File: src/rtl/cache_control_nway.sv
// N-way set-associative cache controller: zero-wait hits, tree-PLRU victim choice, write-back/fill miss handling.
// Optional hit/miss performance counters are enabled by defining CACHE_CTRL_PERF_CNT_EN.
//
// state      | meaning
// IDLE       | serve hits in the same cycle, pick a victim on a miss
// WRITE_BACK | write the dirty victim line back to physical memory
// FILL       | read the requested line into the victim way
module cache_control_nway #(
  parameter  int WAYS = 4,
  localparam int WB   = $clog2(WAYS)
) (
  input  logic            clk,
  input  logic            rst,
  input  logic            mem_read,
  input  logic            mem_write,
  output logic            mem_resp,
  input  logic            pmem_resp,
  output logic            pmem_read,
  output logic            pmem_write,
  output logic [31:0]     pmem_mbe,
  input  logic [WAYS-1:0] hit,
  input  logic [WAYS-1:0] valid,
  input  logic [WAYS-1:0] dirty,
  input  logic [WAYS-2:0] plru_out,
  output logic [WAYS-1:0] load_tag,
  output logic [WAYS-1:0] load_valid,
  output logic [WAYS-1:0] load_dirty,
  output logic [WAYS-1:0] load_data,
  output logic [WB-1:0]   way_select,
  output logic            valid_in,
  output logic            dirty_in,
  output logic            data_select,
  output logic            load_plru,
  output logic [WAYS-2:0] plru_in,
  output logic            pmem_addr_sel
`ifdef CACHE_CTRL_PERF_CNT_EN
  ,
  output logic [31:0]     hit_count,
  output logic [31:0]     miss_count
`endif
);

  typedef enum logic [1:0] {IDLE, WRITE_BACK, FILL} state_t;

  state_t        r_state;
  logic [WB-1:0] r_vict;

  logic          w_req;
  logic          w_any_hit;
  logic [WB-1:0] w_hit_way;
  logic          w_inv_found;
  logic [WB-1:0] w_inv_way;
  logic [WB-1:0] w_victim;
  logic          w_hit_resp;
  logic          w_miss_go;

  // Walk from the accessed leaf to the root, pointing every node on the path away from it.
  function automatic logic [WAYS-2:0] f_plru_update(input logic [WAYS-2:0] plru, input logic [WB-1:0] way);
    logic [WAYS-2:0] r;
    int n;
    int p;
    r = plru;
    n = int'(way) + WAYS - 1;
    for (int l = 0; l < WB; l++) begin
      p    = (n - 1) / 2;
      r[p] = (n == 2 * p + 1);
      n    = p;
    end
    return r;
  endfunction

  function automatic logic [WB-1:0] f_tree_victim(input logic [WAYS-2:0] plru);
    int n;
    n = 0;
    for (int l = 0; l < WB; l++)
      n = plru[n] ? 2 * n + 2 : 2 * n + 1;
    return WB'(n - (WAYS - 1));
  endfunction

  assign w_req = mem_read | mem_write;

  always_comb begin
    w_any_hit = 1'b0;
    w_hit_way = '0;
    for (int i = WAYS - 1; i >= 0; i--) begin
      if (hit[i]) begin
        w_any_hit = 1'b1;
        w_hit_way = WB'(i);
      end
    end
  end

  always_comb begin
    w_inv_found = 1'b0;
    w_inv_way   = '0;
    for (int i = WAYS - 1; i >= 0; i--) begin
      if (!valid[i]) begin
        w_inv_found = 1'b1;
        w_inv_way   = WB'(i);
      end
    end
    w_victim = w_inv_found ? w_inv_way : f_tree_victim(plru_out);
  end

  assign w_hit_resp = (r_state == IDLE) && w_req && w_any_hit;
  assign w_miss_go  = (r_state == IDLE) && w_req && !w_any_hit;

  always_ff @(posedge clk or posedge rst) begin
    if (rst) begin
      r_state <= IDLE;
      r_vict  <= '0;
    end else begin
      case (r_state)
        IDLE: begin
          if (w_miss_go) begin
            r_vict  <= w_victim;
            r_state <= (valid[w_victim] && dirty[w_victim]) ? WRITE_BACK : FILL;
          end
        end
        WRITE_BACK: if (pmem_resp) r_state <= FILL;
        FILL:       if (pmem_resp) r_state <= IDLE;
        default:    r_state <= IDLE;
      endcase
    end
  end

  // Outputs are combinational so a hit completes in the cycle it is requested; reset forces them low.
  always_comb begin
    mem_resp      = 1'b0;
    pmem_read     = 1'b0;
    pmem_write    = 1'b0;
    pmem_mbe      = '0;
    load_tag      = '0;
    load_valid    = '0;
    load_dirty    = '0;
    load_data     = '0;
    way_select    = '0;
    valid_in      = 1'b0;
    dirty_in      = 1'b0;
    data_select   = 1'b0;
    load_plru     = 1'b0;
    plru_in       = '0;
    pmem_addr_sel = 1'b0;
    if (!rst) begin
      case (r_state)
        IDLE: begin
          if (w_hit_resp) begin
            mem_resp   = 1'b1;
            way_select = w_hit_way;
            load_plru  = 1'b1;
            plru_in    = f_plru_update(plru_out, w_hit_way);
            if (mem_write) begin
              load_data[w_hit_way]  = 1'b1;
              load_dirty[w_hit_way] = 1'b1;
              dirty_in              = 1'b1;
              data_select           = 1'b1;
            end
          end
        end
        WRITE_BACK: begin
          pmem_write         = 1'b1;
          pmem_mbe           = 32'hFFFF_FFFF;
          pmem_addr_sel      = 1'b1;
          way_select         = r_vict;
          load_dirty[r_vict] = 1'b1;
        end
        FILL: begin
          pmem_read          = 1'b1;
          way_select         = r_vict;
          load_tag[r_vict]   = 1'b1;
          load_valid[r_vict] = 1'b1;
          load_data[r_vict]  = 1'b1;
          valid_in           = 1'b1;
        end
        default: ;
      endcase
    end
  end

`ifdef CACHE_CTRL_PERF_CNT_EN
  logic [31:0] r_hit_count;
  logic [31:0] r_miss_count;
  logic        r_after_fill;

  // The hit that completes a miss is flagged by r_after_fill and is not counted as a hit.
  always_ff @(posedge clk or posedge rst) begin
    if (rst) begin
      r_hit_count  <= '0;
      r_miss_count <= '0;
      r_after_fill <= 1'b0;
    end else begin
      r_after_fill <= (r_state == FILL) && pmem_resp;
      if (w_hit_resp && !r_after_fill) r_hit_count <= r_hit_count + 32'd1;
      if (w_miss_go) r_miss_count <= r_miss_count + 32'd1;
    end
  end

  assign hit_count  = r_hit_count;
  assign miss_count = r_miss_count;
`else
  // Counters not built.
`endif

endmodule

File: config.mk
export PLATFORM = sky130hd
export DESIGN_NAME = cache_control_nway
export DESIGN_NICKNAME = d
export VERILOG_FILES = /design/src/rtl/cache_control_nway.sv
export SDC_FILE = /design/constraint.sdc
export NUM_CORES = 1
export LEC_CHECK = 0
export ABC_AREA = 1
export BUFFER_PORTS_ARGS = -buffer_cell sky130_fd_sc_hd__buf_2
export CELL_PAD_IN_SITES_DETAIL_PLACEMENT = 1
export CELL_PAD_IN_SITES_GLOBAL_PLACEMENT = 2
export CORE_MARGIN = 4
export CORE_UTILIZATION = 29
export CTS_BUF_LIST = sky130_fd_sc_hd__clkbuf_8
export DETAILED_ROUTE_END_ITERATION = 16
export PLACE_DENSITY = 0.95
export SETUP_SLACK_MARGIN = 0.02
export SYNTH_ARGS = -nofsm -noshare
export SYNTH_HDL_FRONTEND = slang
export SYNTH_SLANG_ARGS = --single-unit
File: constraint.sdc
create_clock -name clk -period 14.9 [get_ports clk]
set_clock_uncertainty 0.1 [all_clocks]
set_input_delay 2.235 -clock clk [delete_from_list [all_inputs] [get_ports clk]]
set_output_delay 2.235 -clock clk [all_outputs]
set_load 0.02 [all_outputs]
==> results of run 1 <==
## where the power goes
| part | leakage (uW) | total [uW] | switching, uW | internal [uW] |
|---|---|---|---|---|
| registers | 0.0000506 | 22.5 | 6.46 | 16.1 |
| logic | 0.00158 | 221 | 153 | 67.6 |
| clock network | 0.0000216 | 23.1 | 5.86 | 17.2 |
| total | 0.00165 | 266 | 166 | 101 |
## state kept, by name, indices dropped and copies added (netlist names)
signal   count
r_vict       2
r_state      2
## synthesized netlist by cell type (3+ instances only)
cell type and n:
a21oi_1 5, a21oi_4 3, buf_4 40, dfrtp_1 4
ha_1 22, inv_1 65, inv_2 10, nand2_1 88
nand2_2 12, nand2_4 11, nand3_1 29, nand3_2 9
nand4_1 14, nor2_1 47, nor2_2 4, nor2_4 3
nor3_1 7, o21ai_0 13, o22ai_1 9, xor2_1 4
## critical path: cells and delay by family
kind,cells,cell delay [ns]
AO/OA/AOI/OAI,1,0.12
adder cells (fa/ha/maj),6,1.74
buffers and inverters,7,0.82
AND/OR/NAND/NOR,24,2.85
## stage by stage
step / instance area (sq um) / instances / setup slack, ns
3_3_place_gp: 2740 / 566 / 5.07
3_5_place_dp: 2740 / 566 / 4.74
6_report: 2780 / 569 / 4.77
5_1_grt: 2780 / 569 / 4.13
4_1_cts: 2780 / 569 / 4.72
2_1_floorplan: 2520 / 424 / 5.61
## layer usage
| metal | part of all wire, % | GRT usage, % |
|---|---|---|
| met1 | 44 | 18.8 |
| met2 | 48 | 27.9 |
| met3 | 5.7 | 1.31 |
| met4 | 1.6 | 3.78 |
| met5 | 0 | 0 |
## cell type report
type | count | share of cell area, %
tap | 105 | 4.72
clock buffer | 3 | 1.48
multi-input combinational | 297 | 64.8
sequential | 4 | 3.60
timing repair buffer | 81 | 14.7
inverter | 79 | 10.8
## cell families after synthesis
logic type / Yosys count / synth area share, %
compound gates: 39 / 10.2
xor+xnor: 4 / 1.39
fa+ha+maj: 22 / 10.9
buf+inv: 123 / 24.7
flops: 4 / 3.96
simple gates: 232 / 48.9
## placed cells by master, fill, tap and decap left out
cell      count
nand4_1      14
nand3_2       9
a21oi_4       3
o21ai_1       2
nor3_2        1
nor3_1        7
a211o_1       1
or2_2         1
a22oi_1       2
buf_2        80
clkinv_2      2
buf_4         1
nand2_4      11
a31oi_1       1
xor2_1        4
a21oi_1       5
o21bai_1      1
nand4_4       2
nand2_1      88
dfrtp_1       4
nand3_1      29
nor4_1        1
nor2_4        3
inv_2        10
nor2_2        4
o22ai_1       9
o21ai_0      13
nor2_8        2
nor2_1       47
clkbuf_8      3
clkinv_1      2
nand2_2      12
inv_1        65
o31ai_1       2
or2_1         1
ha_1         22
## worst max path at each step
stage	from	endpoint	slack, ns	depth (start not counted)
finish	hit[0]	plru_in[0]	4.77	38
global route	hit[0]	plru_in[0]	4.13	40
CTS	hit[0]	plru_in[0]	4.72	40
detailed placement	hit[0]	plru_in[0]	4.74	40
global placement	hit[0]	plru_in[0]	5.07	40
floorplan	hit[0]	plru_in[0]	5.61	37
==> results.md, run 1 <==
* Hold path cells at 2
* Predominant post-synthesis flop cell: dfrtp_1
* FF+latch area at 100 sq um
* Minimum clock period at 10.13 ns
* P&R area growth vs syn at 10.2%
* FF-to-FF path depth at 8
* Crit path DAT at just under 8 ns
* Status: finished clean
* Drt first pass iters at 4
* Setup bufs post-CTS at 0
* Layout cell share with drive strength beyond 1 at 31.0%
* TritonCTS Sinks at 4
* Startpoint types: input pin
* Tot GR Track Use at 15.1%
* Placement row count at 33
* Antenna violations before repair at 0
* Max Cap Viol at 0
* Async SR Flop Fraction at 100%
* Starting Density at a little under a third
* Hold buffer count at cts at 0
* Fill cells at 1141
* Post-synthesis sequential area ratio at 3.96%
* Reg2reg end: r_state[0]
* Starting DRT DRC Count at 50
* Ant diodes at 0
* WP data required at 12.57 ns
* Final setup vio count at 0
* Slowest stage delay, CP at 0.52 ns
* Final core utilization at 33.3%
* Syn_nets at 466
* Netlist cell types at 37
* Vias per inst at 4.82
* Critical path class: in -> out
* #FFs+latches synth at 4
* Largest net degree at the start of global routing at 35
* FF-to-FF Start: r_state[0]
* Power Total at 266 uW
* Top cells by area, synth: nand2_1, buf_4, ha_1, inv_1, nor2_1
* Tcrit/Tclk final at 68.0%
* Number of global-route vias before repair at 2739
* Peak supply drop at a little over 0.03 mV
* Static Leak at 0.00165 uW
* Global-route wire length before repair at 12.9 mm
* GP Congestion at 0.896
* Crit. End Element: output pin
* PortBufs at 80
* Final setup TNS at 0 ns
* Worst min-delay path category: reg -> reg
* WHS Endpoint: r_state[0]
* Grt ovf at 0
* CP Max Fanout at 9
* PD cells at 95.8 nW/um^2
* Bufs on Longest Clock Path at 2
* Rel. slew slack at 71.5%
* Final wirelength at 7.78 mm
* Post-DP HPWL at between 6 and 7 mm
* H-tree levels at 1
* Hold_sp: r_state[0]
* Final nets at 508
* Synth area leader: nand2_1
* Max Freq at between 0.09 and 0.1 GHz
* Die H at 101 um
* Post-synth top area share at 13.1%
* Post-route ant nets at 0
* WHS at about 0.46 ns
* Clock-pin slew on the worst setup and hold paths at around 0.03 ns
* # IOs at 81
* Multi-input gate area at about 1800 sq um
* Post-synth EDFFs at 0
* Yosys Warn Count at 0
* Die ar. at 10300 sq um
* RSZ-0062 raised after global routing: no
* Cell repeated most along the worst path: nand2_1
* Core Box Area at 8340 sq um
* Fin. Hold Viols at 0
* Post_cts resized at 0
* Clock latency on the worst-skew pair at 0.22 ns
* Worst Max-Slew Pin Slew at 0.426 ns
* Post-Syn Instances at roughly 420
* Syn_area_per_cell at around 6 sq um
* DR WL/cell at 13.7 um
* Vias at 2744
* TritonCTS buffer count at 3
* Drt drc at 0
* CTS tree: built
* Clk root buf: clkbuf_8
* Reg2reg setup slack at around 13 ns
* Die X-Extent at 101 um
* Slew Limit Fails at 0
* Slowest CP cell: ha_1
* Post-Syn Area at between 2000 and 3000 sq um
Note: power is estimated with default switching activity, not from simulation.
==> run 2: changes to the inputs <==
--- a/config.mk
+++ b/config.mk
@@ -10,10 +10,10 @@
 export CELL_PAD_IN_SITES_DETAIL_PLACEMENT = 1
 export CELL_PAD_IN_SITES_GLOBAL_PLACEMENT = 2
 export CORE_MARGIN = 4
-export CORE_UTILIZATION = 29
+export CORE_UTILIZATION = 27
 export CTS_BUF_LIST = sky130_fd_sc_hd__clkbuf_8
 export DETAILED_ROUTE_END_ITERATION = 16
-export PLACE_DENSITY = 0.95
+export PLACE_DENSITY = 0.93
 export SETUP_SLACK_MARGIN = 0.02
 export SYNTH_ARGS = -nofsm -noshare
 export SYNTH_HDL_FRONTEND = slang
==> constraint.sdc (replaced) <==
create_clock -name clk -period 10.1 [get_ports clk]
set_clock_uncertainty 0.1 [all_clocks]
set_input_delay 1.515 -clock clk [delete_from_list [all_inputs] [get_ports clk]]
set_output_delay 1.515 -clock clk [all_outputs]
set_load 0.02 [all_outputs]
==> run 2 against run 1 <==
Net effect:
- cell count is 1.1% higher
- via count up 1.0%
- clock-buffer cell count unchanged
- setup slack got worse by 3.4 ns
- design area is 0.27% higher
==> results.md, run 2 (synthesized netlist as in run 1, its figures left out) <==
* Die H at 105 um (+3.4%)
* P&R area growth vs syn at 10.5%
* FF-to-FF path depth at 8 (unchanged)
* Final setup TNS at 0 ns (unchanged)
* TritonCTS buffer count at 3 (unchanged)
* Bufs on Longest Clock Path at 2 (unchanged)
* Slew Limit Fails at 0 (unchanged)
* Switching Share at 62.2% (about the same)
* Clock network power share at 8.9% (+0.2 points)
* GP Congestion at 0.842 (-6.0%)
* Clock-pin slew on the worst setup and hold paths at 0.03 ns (about the same)
* WP data required at 8.49 ns (-4.08 ns)
* Worst min-delay path category: reg -> reg
* Global-route wire length before repair at 13.2 mm (+2.0%)
* RSZ-0062 raised after global routing: no
* Layout cell share with drive strength beyond 1 at 31.0% (unchanged)
* Final nets at 508 (unchanged)
* Drt drc at 0 (unchanged)
* Most common cell after layout, fill and taps aside: nand2_1
* Sw Pwr at 244 uW (+47%)
* CP Max Fanout at 9 (unchanged)
* Most frequent cells in the layout: nand2_1, buf_2, inv_1, nor2_1, nand3_1
* Startpoint types: input pin
* Crit path DAT at 7.09 ns (-0.70 ns)
* Worst Max-Slew Pin Slew at 0.369 ns (-0.0564 ns)
* Placement row count at 35 (+6.1%)
* Logic pwr share at 82.6% (-0.3 points)
* Max Cap Viol at 0 (unchanged)
* Tot GR Track Use at 14.1% (-1.0 points)
* Final setup vio count at 0 (unchanged)
* Post-DP HPWL at 6.91 mm (+0.44%)
* Drt first pass iters at 4 (unchanged)
* Power Total at 392 uW (+47%)
* Die X-Extent at 105 um (+3.4%)
* Grt ovf at 0 (unchanged)
* Core Box Area at 9150 sq um (+9.7%)
* Vias per inst at 4.82 (about the same)
* Max Freq at 0.115 GHz
* Share of total power in sequential cells at 8.4% (about the same)
* Minimum clock period at 8.71 ns
* Crit. End Element: output pin
* TritonCTS Sinks at 4 (unchanged)
* CTS tree: built
* Antenna violations before repair at 0 (unchanged)
* Int Power at 148 uW (+47%)
* Ant diodes at 0 (unchanged)
* Cell repeated most along the worst path: nand2_1
* Setup bufs post-CTS at 0 (unchanged)
* Fin. Hold Viols at 0 (unchanged)
* Rel. slew slack at 75.3% (+3.8 points)
* Cell depth of the worst setup path at 38 (unchanged)
* Worst path top cell family by delay: simple AND/OR/NAND/NOR gates
* Starting Density at 27.6% (-2.7 points)
* Post-route ant nets at 0 (unchanged)
* Tcrit/Tclk final at 86.2%
* PortBufs at 80 (unchanged)
* Clock latency on the worst-skew pair at 0.22 ns (about the same)
* DR WL/cell at 13.6 um (-0.89%)
* # IOs at 81 (unchanged)
* Largest net degree at the start of global routing at 35 (unchanged)
* Die ar. at 11000 sq um (+6.8%)
* Hold path cells at 2 (unchanged)
* Crit path buf inv count at 7 (unchanged)
* Final wirelength at 7.79 mm (+0.15%)
* Top Registers: r_state (2), r_vict (2)
* H-tree levels at 1 (unchanged)
* Hold buffer count at cts at 0 (unchanged)
* Vias at 2772 (+1.0%)
* Status: finished clean
* Slowest stage delay, CP at 0.50 ns (-0.02 ns)
* Number of global-route vias before repair at 2811 (+2.6%)
* Starting DRT DRC Count at 126 (+150%)
* Fill cells at 1250 (+9.6%)
* Critical path class: in -> out
* Clk root buf: clkbuf_8
* Slowest CP cell: ha_1
* Post_cts resized at 0 (unchanged)
* Static Leak at 0.00165 uW (unchanged)
* PD cells at 141 nW/um^2 (+47%)
* Peak supply drop at 0.0493 mV (+62%)
==> run 2: cell counts in the layout (fill, tap and decap cells not counted) <==
No cell type changed its count.
==> run 2: power groups by stage <==
stage	clock, uW	sequential (uW)	combinational [uW]
final	35.1	33.1	324
after global routing	37.1	34.3	360
after CTS	35.9	33.0	326
after detailed placement	0	33.1	325
after global placement	0	32.4	318
after floorplan	0	29.7	267
==> run 2: cell type report <==
class                      instances  area [sq um]  share of cell area [%]
multi-input combinational        297          1800                    64.6
timing repair buffer              81           408                    14.6
sequential                         4           100                    3.59
inverter                          79           299                    10.7
tap                              111           139                    4.98
clock buffer                       3          41.3                    1.48
==> run 2: worst register-to-register path, delay by kind of cell (launching register included) <==
family / cells / cell delay, ns
flip-flops: 1 / 0.42
buffers and inverters: 2 / 0.18
AO/OA/AOI/OAI: 2 / 0.39
adder cells (fa/ha/maj): 1 / 0.19
AND/OR/NAND/NOR: 3 / 0.46
==> run 2: final timing paths <==
kind | from | endpoint | slack [ns]
setup / recovery | hit[0] | plru_in[0] | 1.39
hold / removal | r_state[1] | r_state[1] | 0.49
setup reg to reg | r_state[0] | r_state[0] | 8.26
hold reg to reg | r_state[1] | r_state[1] | 0.49
max in group asynchronous | rst | r_state[1] | 8.53
min in group asynchronous | rst | r_vict[1] | 1.22
==> run 2: through the flow <==
step	setup WS (ns)	cells	util, %	cell area [sq um]	hold slack, ns
4_1_cts	1.36	575	30.5	2790	0.495
6_report	1.39	575	30.5	2790	0.490
2_1_floorplan	2.25	424	-	2520	0.403
5_1_grt	0.789	575	30.5	2790	0.531
3_3_place_gp	1.65	572	30.0	2750	0.454
3_5_place_dp	1.39	572	30.0	2750	0.483
==> run 2: metal layers <==
| layer | part of all wire (%) | GRT usage [%] | up-vias |
|---|---|---|---|
| met3 | 6.4 | 2.66 | 7 |
| met4 | 0.92 | 2.72 | 0 |
| met1 | 42 | 16.4 | 1294 |
| met5 | 0 | 0 | - |
| met2 | 50 | 26.8 | 87 |
| li1 | - | - | 1384 |
